--- src/rtl/onchip_stream_packer.sv ---
// -----------------------------------------------------------------------------
// onchip_stream_packer
//
// Avalon-MM write master feeding a 32-bit single-port on-chip RAM. It takes an
// 8-bit ready/valid byte stream with an end-of-record marker, packs the bytes
// little-endian into 32-bit words and writes them to consecutive RAM words
// starting at a programmed address. Word count, completion and overflow are
// reported back to the control/CSR logic.
//
// Ports
//   clk, reset_n          system clock, asynchronous active-low reset
//   start                 one-cycle pulse, accepted only while idle
//   start_addr            first RAM word address of the record (< DEPTH)
//   max_words             word capacity for this record (0 = no room at all)
//   in_data/in_valid/
//   in_last/in_ready      byte stream; a byte moves when in_valid & in_ready
//   mem_*                 Avalon-MM write master towards the RAM (no waitrequest)
//   busy                  high from the cycle after an accepted start until done
//   done                  one-cycle completion pulse
//   overflow              record did not fit in max_words (sticky until start)
//   words_written         RAM words written for the current/last record
// -----------------------------------------------------------------------------
module onchip_stream_packer #(
    parameter int ADDR_W = 17,
    parameter int DEPTH  = 87500
) (
    input  logic              clk,
    input  logic              reset_n,
    input  logic              start,
    input  logic [ADDR_W-1:0] start_addr,
    input  logic [ADDR_W-1:0] max_words,
    input  logic [7:0]        in_data,
    input  logic              in_valid,
    input  logic              in_last,
    output logic              in_ready,
    output logic [ADDR_W-1:0] mem_address,
    output logic [3:0]        mem_byteenable,
    output logic              mem_chipselect,
    output logic              mem_write,
    output logic [31:0]       mem_writedata,
    output logic              mem_clken,
    output logic              busy,
    output logic              done,
    output logic              overflow,
    output logic [ADDR_W-1:0] words_written
);

    typedef enum logic [2:0] {
        ST_IDLE  = 3'd0,
        ST_FILL  = 3'd1,
        ST_WRITE = 3'd2,
        ST_DRAIN = 3'd3,
        ST_DONE  = 3'd4
    } state_t;

    localparam logic [ADDR_W-1:0] ADDR_ZERO = {ADDR_W{1'b0}};
    localparam logic [ADDR_W-1:0] ADDR_ONE  = {{(ADDR_W-1){1'b0}}, 1'b1};
    localparam logic [ADDR_W-1:0] ADDR_LAST = ADDR_W'(DEPTH - 1);

    state_t            state_r;
    logic [ADDR_W-1:0] addr_r;        // word address of the next write
    logic [ADDR_W-1:0] limit_r;       // latched max_words
    logic [ADDR_W-1:0] words_r;       // words written so far
    logic [1:0]        lane_r;        // next byte lane to fill
    logic [31:0]       data_r;        // word being assembled
    logic [3:0]        be_r;          // lanes filled so far
    logic              last_seen_r;   // current word holds the record's last byte
    logic              in_ready_r;
    logic              cs_r;
    logic              wr_r;
    logic              busy_r;
    logic              done_r;
    logic              ovf_r;

    logic              accept_s;

    // RAM address successor; the RAM is not a power of two deep, so wrap by compare.
    function automatic logic [ADDR_W-1:0] next_addr(input logic [ADDR_W-1:0] a);
        logic [ADDR_W-1:0] n;
        if (a == ADDR_LAST) begin
            n = ADDR_ZERO;
        end else begin
            n = a + ADDR_ONE;
        end
        return n;
    endfunction

    // Drop one byte into lane k of a word, leaving the other lanes untouched.
    function automatic logic [31:0] place_byte(input logic [31:0] w,
                                               input logic [1:0]  k,
                                               input logic [7:0]  b);
        logic [31:0] r;
        r = w;
        case (k)
            2'd0:    r[7:0]   = b;
            2'd1:    r[15:8]  = b;
            2'd2:    r[23:16] = b;
            2'd3:    r[31:24] = b;
            default: r        = w;
        endcase
        return r;
    endfunction

    // One-hot enable for lane k.
    function automatic logic [3:0] lane_bit(input logic [1:0] k);
        logic [3:0] m;
        case (k)
            2'd0:    m = 4'b0001;
            2'd1:    m = 4'b0010;
            2'd2:    m = 4'b0100;
            2'd3:    m = 4'b1000;
            default: m = 4'b0000;
        endcase
        return m;
    endfunction

    // in_ready is registered, so a byte moves exactly when the registered
    // ready and the upstream valid coincide.
    assign accept_s = in_valid & in_ready_r;

    // The RAM clock is never gated by this block.
    assign mem_clken = 1'b1;

    assign in_ready       = in_ready_r;
    assign mem_address    = addr_r;
    assign mem_byteenable = be_r;
    assign mem_chipselect = cs_r;
    assign mem_write      = wr_r;
    assign mem_writedata  = data_r;
    assign busy           = busy_r;
    assign done           = done_r;
    assign overflow       = ovf_r;
    assign words_written  = words_r;

    // Record sequencer: state, datapath and all registered outputs.
    always_ff @(posedge clk or negedge reset_n) begin
        if (!reset_n) begin
            state_r     <= ST_IDLE;
            addr_r      <= ADDR_ZERO;
            limit_r     <= ADDR_ZERO;
            words_r     <= ADDR_ZERO;
            lane_r      <= 2'd0;
            data_r      <= 32'h0000_0000;
            be_r        <= 4'b0000;
            last_seen_r <= 1'b0;
            in_ready_r  <= 1'b0;
            cs_r        <= 1'b0;
            wr_r        <= 1'b0;
            busy_r      <= 1'b0;
            done_r      <= 1'b0;
            ovf_r       <= 1'b0;
        end else begin
            // done is a single-cycle pulse unless re-armed below
            done_r <= 1'b0;

            case (state_r)
                ST_IDLE: begin
                    cs_r <= 1'b0;
                    wr_r <= 1'b0;
                    if (start) begin
                        addr_r      <= start_addr;
                        limit_r     <= max_words;
                        words_r     <= ADDR_ZERO;
                        lane_r      <= 2'd0;
                        data_r      <= 32'h0000_0000;
                        be_r        <= 4'b0000;
                        last_seen_r <= 1'b0;
                        busy_r      <= 1'b1;
                        in_ready_r  <= 1'b1;
                        // No room at all: swallow the record without writing.
                        if (max_words == ADDR_ZERO) begin
                            state_r <= ST_DRAIN;
                            ovf_r   <= 1'b1;
                        end else begin
                            state_r <= ST_FILL;
                            ovf_r   <= 1'b0;
                        end
                    end else begin
                        in_ready_r <= 1'b0;
                        busy_r     <= 1'b0;
                    end
                end

                ST_FILL: begin
                    if (accept_s) begin
                        data_r <= place_byte(data_r, lane_r, in_data);
                        be_r   <= be_r | lane_bit(lane_r);
                        lane_r <= lane_r + 2'd1;
                        // Word full or record ended: strobe it next cycle and
                        // hold the stream off while the write happens.
                        if ((lane_r == 2'd3) || in_last) begin
                            state_r     <= ST_WRITE;
                            last_seen_r <= in_last;
                            cs_r        <= 1'b1;
                            wr_r        <= 1'b1;
                            in_ready_r  <= 1'b0;
                        end else begin
                            state_r <= ST_FILL;
                        end
                    end else begin
                        state_r <= ST_FILL;
                    end
                end

                ST_WRITE: begin
                    // The RAM has no waitrequest: the write lands this cycle.
                    cs_r    <= 1'b0;
                    wr_r    <= 1'b0;
                    addr_r  <= next_addr(addr_r);
                    words_r <= words_r + ADDR_ONE;
                    lane_r  <= 2'd0;
                    data_r  <= 32'h0000_0000;
                    be_r    <= 4'b0000;
                    if (last_seen_r) begin
                        state_r    <= ST_DONE;
                        done_r     <= 1'b1;
                        in_ready_r <= 1'b0;
                    end else if ((words_r + ADDR_ONE) == limit_r) begin
                        // Capacity used up but the record goes on: discard the rest.
                        state_r    <= ST_DRAIN;
                        ovf_r      <= 1'b1;
                        in_ready_r <= 1'b1;
                    end else begin
                        state_r    <= ST_FILL;
                        in_ready_r <= 1'b1;
                    end
                end

                ST_DRAIN: begin
                    if (accept_s && in_last) begin
                        state_r    <= ST_DONE;
                        done_r     <= 1'b1;
                        in_ready_r <= 1'b0;
                    end else begin
                        state_r <= ST_DRAIN;
                    end
                end

                ST_DONE: begin
                    // start is deliberately not looked at here.
                    state_r    <= ST_IDLE;
                    busy_r     <= 1'b0;
                    in_ready_r <= 1'b0;
                end

                default: begin
                    state_r    <= ST_IDLE;
                    in_ready_r <= 1'b0;
                    cs_r       <= 1'b0;
                    wr_r       <= 1'b0;
                    busy_r     <= 1'b0;
                end
            endcase
        end
    end

endmodule
--- config.mk ---
export PLATFORM = sky130hd
export DESIGN_NAME = onchip_stream_packer
export DESIGN_NICKNAME = d
export VERILOG_FILES = /design/src/rtl/onchip_stream_packer.sv
export SDC_FILE = /design/constraint.sdc
export NUM_CORES = 1
export LEC_CHECK = 0
export BUFFER_PORTS_ARGS = -buffer_cell sky130_fd_sc_hd__buf_2
export CAP_MARGIN = 20
export CORE_MARGIN = 2
export CORE_UTILIZATION = 50
export CTS_BUF_LIST = sky130_fd_sc_hd__clkbuf_8
export DETAILED_ROUTE_END_ITERATION = 10
export GPL_ROUTABILITY_DRIVEN = 0
export PLACE_DENSITY = 0.83
export SYNTH_ARGS = -nofsm -noshare
export SYNTH_HDL_FRONTEND = slang
export SYNTH_SLANG_ARGS = --single-unit
--- constraint.sdc ---
create_clock -name clk -period 6.23 [get_ports clk]
set_clock_uncertainty 0.1 [all_clocks]
set_input_delay 0.3115 -clock clk [delete_from_list [all_inputs] [get_ports clk]]
set_output_delay 0.3115 -clock clk [all_outputs]
set_load 0.005 [all_outputs]
; Word-level counts from Yosys, hierarchy flattened
; Cells that the tools add are included.
[op_classes]
n_eq_ne = 19
bitwise = 3
reduce_logical = 21
n_mux = 51
n_addsub = 3
[ops]
columns = op, n
row1 = one-hot mux 32 bit (3 select lines), 1
row2 = one-hot mux 17 bit (2 select lines), 2
row3 = 2-to-1 mux 32 bit, 2
row4 = 2-to-1 mux 17 bit, 3
row5 = adder 17 x 1 -> 17 bit (second input constant), 2
row6 = 2-to-1 mux 8 bit, 4
row7 = AND reduction 4 bit, 6
row8 = == test 17 bit, 1
row9 = == test 17 bit (second input constant), 1
row10 = zero test 17 bit, 1
row11 = 2-to-1 mux 1 bit, 16
row12 = 2-to-1 mux 4 bit, 4
row13 = one-hot mux 4 bit (4 select lines), 1
row14 = != test 2 bit (second input constant), 7
row15 = 2-to-1 mux 3 bit, 4
row16 = one-hot mux 3 bit (4 select lines), 1
row17 = one-hot mux 4 bit (3 select lines), 1
row18 = 2-to-1 mux 2 bit, 5
row19 = one-hot mux 1 bit (2 select lines), 5
row20 = AND reduction 3 bit, 3
row21 = == test 3 x 2 -> 1 bit (second input constant), 2
row22 = != test 2 x 1 -> 1 bit (second input constant), 3
row23 = one-hot mux 2 bit (3 select lines), 1
row24 = == test 2 bit (second input constant), 2
row25 = other kinds (17), 19
[totals]
word_cells = 113
reg_bits = 98

; Depth between registers and ports, before layout
; Gate-level depths: netlist of the first run.
[logic_depth]
depth_word = 7
ltp_mapped = 9

; Worst setup path before layout of the first run
; No wires, ideal clock.
[synth_timing]
kind = register -> register
startpoint = reg addr_r[5] (netlist: mem_address[5])
endpoint = reg addr_r[10] (netlist: mem_address[10])
synth_period_minus_slack_ns = 2.155
arrival_time_ns = 1.929
path_stages_with_launch = 7
path_buffers = 1
slack_ns = 4.075
setup_ns = 0.126
path_cell_list = dfrtp_1 nor4b_2 nand4_1 o41ai_4 buf_6 o21ai_0 a221o_1
[synth_between]
elab_chain_len = 3
word_cells_on_any_way = 4
classes_between = 1 x add/sub / 1 x eq/ne / 2 x mux
[synth_lines]
columns = element, line_no
row1 = start: declaration, 61  ; logic [ADDR_W-1:0] addr_r;
row2 = start signal: assignment, 161  ; addr_r <= start_addr;
row3 = start signal: assignment, 209  ; addr_r <= next_addr(addr_r);
row4 = adder 17 x 1 -> 17 bit or == test 17 bit (tied branches), "83, 80"
row5 = 2-to-1 mux 17 bit (*), 80  ; if (a == ADDR_LAST) begin
row6 = one-hot mux 17 bit (2 select lines) (*), 156  ; case (state_r)
; Every way passes the cells marked *; elsewhere a longest branch is shown, timed or not.
; A chain may end at the register's enable or synchronous reset.

; Final worst setup path of the first run
[layout_timing]
startpoint = reg state_r[1]
endpoint = reg data_r[26] (netlist: mem_writedata[26])
[layout_between]
elab_chain_len = 3
word_cells_on_any_way = 9
classes_between = 5 x eq/ne / 1 x mux / 3 x reduce/logical
[layout_lines]
columns = element, line_no
row1 = start: declaration, 60  ; state_t state_r;
row2 = start signal: assignment, 138  ; state_r <= ST_IDLE;
row3 = start signal: assignment, 172  ; state_r <= ST_DRAIN;
row4 = start signal: assignment, 175  ; state_r <= ST_FILL;
row5 = == test 3 x 1 -> 1 bit (tied with other cells), 156
row6 = != test 2 bit (no source line) or nonzero test 3 bit (tied branches), -
row7 = AND reduction 4 bit (no source line), -
row8 = end signal: assignment, 186  ; data_r <= place_byte(data_r, lane_r, in_data);
row9 = end: declaration, 65  ; logic [31:0] data_r;
; Parallel ways exist; a longest one is shown, timed or not.

==> run metrics, run 1 <==
MaxCap Viol Count 0; number of setup buffers added after CTS 0; Final Util about three fifths; io pins between 100 and 150; dpl cells slightly below 800; Max Slew Vio Count 0; Tightest Pin Transition just under 0.9 ns; Crit Path Class reg2reg; placed inst area 5750 µm²; Peak Freq around 340 MHz; row cnt 36; multi-input logic area between 2000 and 2500 µm²; GRT Total Usage 25.4%; pre-CTS setup slack 3.28 ns; vias per cell 5.98; CTS Buf Count 9; ys async rst share 100%; CP required approximately 6.3 ns; Antenna Nets Post-Route 0; Syn-to-layout area delta 18.2%; Final Worst Setup Slack about 3.3 ns; ys flop type dfrtp_1; Die W about 100 µm; peak supply drop 0.253 mV; largest fanout on the critical path 32; final instance area between 6000 and 7000 µm²; FF+latch area 2450 µm²; largest net degree at the start of global routing 57; number of diodes 0; filler cell count just under 900; Final Cycle Share between 40% and 50%; Avg Inst Size Synth between 8 and 9 µm²; Final nets 732; outcome completed; final cell count without fillers 814; Syn Nets roughly 630; Chip Height 105 µm; initial DRC count roughly 330; startpoint type of the worst setup path flip-flop; Hold Fails Final Rpt 0; IO buf count about 120; initial antenna violation count 0; Post-synth EDFFs 0; Slew headroom 40.0%; root buf cell clkbuf_8; dominant cell type by area after synthesis dfrtp_1; most frequent cells in the layout buf_2 (121), dfrtp_1 (98), nand2_1 (92); most common library cell in the layout ignoring fill and taps buf_2; Clock Pin Slew Worst Setup and Hold Paths around 0.12 ns; post-DP HPWL roughly 10 mm; hold slack approximately 0.054 ns; RSZ-0062 raised after global routing no; Yosys cell types between 50 and 60; endpoints failing setup 0; vias 4868; Clk Latency, worst-skew pair ~0.37 ns; total congestion overflow 0; share of the synthesized area in the top cell type between 40% and 50%; CTS tree done; H-Tree Depth 3; Initial Util around half; die area 11000 µm²; overall power around 2.5 mW; core box area 9820 µm²; Post-Syn Area just over 5000 µm²; vias in the first global route roughly 4600; final WL about 14 mm; Post-Syn Instances 570; post-synthesis sequential area ratio about half; Clock Sink Count 98; type of destination of the critical path flip-flop; DRC 0; WP data arrival about 3 ns; CP max stage delay 0.88 ns; layout cells sized above 1 between 20% and 30%; first-pass GRT wire length around 23 mm; worst path cell trace nand2b_4 > or2_1 > buf_4 > nand2_1 > o21ai_1 > o21ai_0; power density over the cells between 400 and 500 nW/µm²; Leak approximately 2.9 nW; yosys warns 0; synth top area cells dfrtp_1 (48%), o21ai_0 (7.8%), nand2_1 (6.8%); drt pass-1 iters 4; Final min period slightly below 3 ns; Max Root-Sink Buffers 2; worst hold path type in2reg; slowest CP cell o21ai_1; Setup TNS 0 ns; post-DR wirelength/cell 16.9 µm; Synth Register Bits slightly below 100
-- report_power, final --
| part | leakage (nW) | switching [mW] | internal (mW) |
|---|---|---|---|
| Combinational | 1.50 | 0.527 | 0.405 |
| Clock | 0.103 | 0.260 | 0.161 |
| Sequential | 1.28 | 0.248 | 0.863 |
| Total | 2.89 | 1.04 | 1.43 |
-- layout make-up --
type	count	share of cell area, %
clock buffers	9	2.06
clock inverters	7	1.35
inverters	8	0.500
multi-input cells	429	40.9
flip-flops and latches	98	40.8
well taps	133	2.77
repair buffers	130	11.6
-- timing repair --
action / 4_1_cts / 5_1_grt
hold endpoints to repair: 44 / 0
resized for setup: 0 / 0
hold buffers: 1 / 0
-- flip-flops by register name, summed over array words and instances (netlist names) --
signal,cells
mem_writedata,32
words_written,17
overflow,1
in_ready,1
limit_r,17
mem_write,1
done,1
state_r,3
mem_address,17
lane_r,2
mem_byteenable,4
last_seen_r,1
busy,1
-- layer usage --
metal	vias up	GRT usage, %	share of wire, %
li1	2245	-	-
met1	2313	34.3	41
met2	271	40.0	48
met3	39	5.18	8.6
met4	0	10.5	3.1
met5	-	0	0
-- cell usage after synthesis (7+ instances only) --
cell type,count
nand4_1,12
and3_1,11
xor2_1,8
dfrtp_1,98
inv_1,8
nor2_1,27
clkbuf_1,23
o21ai_0,79
a21oi_1,24
buf_2,8
nand2_1,92
ha_1,9
nand3_1,52
nor4_1,7
xnor2_1,17
-- critical path: cells and delay by family (launching register included) --
kind / cells / cell delay, ns
AND/OR/NAND/NOR: 3 / 0.75
buffers and inverters: 1 / 0.31
AO/OA/AOI/OAI: 2 / 1.11
flip-flops: 1 / 0.54
-- kinds of logic after synthesis --
logic type                 Yosys count  synth area share, %
adders and majority gates            9                 2.22
AOI/OAI and AO/OA                  150                 17.6
and+or+nand+nor                    242                 23.4
xor gates and xnor gates            25                 4.31
DFF                                 98                 48.3
muxes                                2                0.394
other                                1               0.0738
buffers and inverters               43                 3.69
-- final timing paths --
kind / to / from / cells past startpoint / slack, ns
max reg2reg: mem_writedata[26] / state_r[1] / 6 / 3.25
max: mem_writedata[26] / state_r[1] / 6 / 3.25
min: mem_address[5] / start_addr[5] / 3 / 0.05
min reg2reg: limit_r[1] / limit_r[1] / 2 / 0.41
min in group asynchronous: mem_writedata[4] / reset_n / 2 / 0.37
max in group asynchronous: words_written[7] / reset_n / 3 / 4.56
No activity file was read; power rests on OpenSTA's default activity.
==> run 2, diff against run 1 <==
==> constraint.sdc (replaced) <==
create_clock -name clk -period 3.1 [get_ports clk]
set_clock_uncertainty 0.1 [all_clocks]
set_input_delay 0.155 -clock clk [delete_from_list [all_inputs] [get_ports clk]]
set_output_delay 0.155 -clock clk [all_outputs]
set_load 0.005 [all_outputs]
==> run 2 against run 1 <==
Effect of this change:
- clock power is 110% higher
- total power is 100% higher
- hold slack worse by 0.038 ns
- count of clock-buffer cells in the layout stayed put
- critical path depth stayed put
- die area stayed put
==> run metrics, run 2 (synthesized netlist as in run 1, its figures left out) <==
outcome completed; Setup TNS 0 ns; Syn-to-layout area delta 25.2%; slowest CP cell dfrtp_1; Clk Latency, worst-skew pair roughly 0.37 ns; die area ~11000 µm²; startpoint type of the worst setup path flip-flop; first-pass GRT wire length approximately 23 mm; combinational share of power approximately two fifths; Max Root-Sink Buffers 2; Hold Fails Final Rpt 0; Initial Util about half; peak supply drop 0.540 mV; Final nets 767; initial antenna violation count 1; post_cts resized 0; vias per cell approximately 5.8; Sw Ratio 40.9%; H-Tree Depth 3; Final min period about 2.5 ns; core box area 9820 µm²; CP required 3.21 ns; endpoints failing setup 0; Clk network pwr share 17.6%; WP data arrival between 2 and 3 ns; RSZ-0062 raised after global routing no; total congestion overflow 0; CTS Buf Count 9; Crit Path Class reg2reg; sequential power share 44.2%; Cell Int Power approximately 3.0 mW; Clock Sink Count 98; Peak Freq around 410 MHz; Final Cycle Share roughly four fifths; filler cell count 806; row cnt 36; IO buf count 122; largest net degree at the start of global routing 52; max reg flops 32; sw power 2.06 mW; vias in the first global route approximately 4500; vias approximately 5000; Slew headroom 33.5%; Antenna Nets Post-Route 0; Final Util between 60% and 70%; io pins between 100 and 150; Final Worst Setup Slack 0.649 ns; hold slack 0.0160 ns; root buf cell clkbuf_8; initial DRC count 413; most frequent cells in the layout buf_2 (121), dfrtp_1 (98), nand2_1 (92); largest fanout on the critical path 16; MaxCap Viol Count 0; GRT Total Usage around a quarter; drt pass-1 iters 5; CP max stage delay ~0.6 ns; Max Slew Vio Count 0; pre-CTS setup slack about 0.72 ns; post-DP HPWL about 9.4 mm; post-DR wirelength/cell approximately 16 µm; final WL around 14 mm; worst hold path type in2reg; Leak between 3 and 4 nW; worst path cell trace nand2b_1 > nor2_2 > and3_1 > o21ai_1 > nand3_1 > o21ai_0; layout cells sized above 1 between 20% and 30%; most common library cell in the layout ignoring fill and taps buf_2; type of destination of the critical path flip-flop; CTS tree done; DRC 0; Die W between 100 and 150 µm; Clock Pin Slew Worst Setup and Hold Paths ~0.1 ns; Tightest Pin Transition 0.991 ns; Chip Height ~100 µm; power density over the cells between 700 and 800 nW/µm²
## run 2: changes by cell type in the layout (fill, tap and decap cells not counted), sizes merged
cell / delta
clkinvlp: +2
clkinv: -3
dlygate4sd3: +33
buf: +2
diode: +1
bufinv: +1
## run 2: layout make-up
class | instances | area, µm² | area share [%]
tap | 133 | 166 | 2.62
sequential | 98 | 2450 | 38.6
clock buffer | 9 | 124 | 1.95
inverter | 8 | 30.0 | 0.472
multi-input combinational | 429 | 2450 | 38.6
timing repair buffer | 165 | 1050 | 16.4
antenna | 1 | 2.50 | 0.0393
clock inverter | 7 | 85.1 | 1.34
## run 2: path summary, 6_finish.rpt
path / startpoint / endpoint / slack [ns] / cells after the start
worst max-delay path: state_r[0] / mem_writedata[14] / 0.65 / 6
worst min-delay path: in_data[7] / mem_writedata[31] / 0.02 / 3
worst max register to register: state_r[0] / mem_writedata[14] / 0.65 / 6
worst min register to register: mem_writedata[17] / mem_writedata[17] / 0.40 / 2
max in group asynchronous: reset_n / mem_writedata[10] / 1.93 / 3
min in group asynchronous: reset_n / mem_writedata[13] / 0.25 / 2
## run 2: metal layers
metal | wire length [µm] | GRT usage, %
met4 | 286 | 8.86
met1 | 6110 | 36.8
met3 | 1030 | 4.99
met2 | 6520 | 38.7
met5 | 0 | 0
## run 2: power by group through the flow
stage | Sequential, mW | Clock [mW] | Combinational [mW]
after floorplan | 2.12 | 0 | 1.18
after global placement | 2.20 | 0 | 1.79
after detailed placement | 2.22 | 0 | 1.86
after CTS | 2.20 | 0.897 | 1.90
after global routing | 2.28 | 0.962 | 2.15
final | 2.22 | 0.886 | 1.92
## run 2: through the flow
stage,total power [mW],std cells,instance area [µm²]
floorplan,3.30,570,5080
global placement,3.99,799,5810
CTS,5.00,848,6350
detailed placement,4.08,799,5810
finish,5.02,850,6360
global route,5.39,850,6360
## run 2: what timing repair did
action                                 4_1_cts  5_1_grt
setup buffers                                0        0
hold buffers                                33        1
endpoints found under the hold margin       82        1
## run 2: critical path, delay by kind of cell, from the launching register on
family / cells / cell delay, ns
AND/OR/NAND/NOR: 4 / 1.12
flip-flops: 1 / 0.61
AO/OA/AOI/OAI: 2 / 0.47
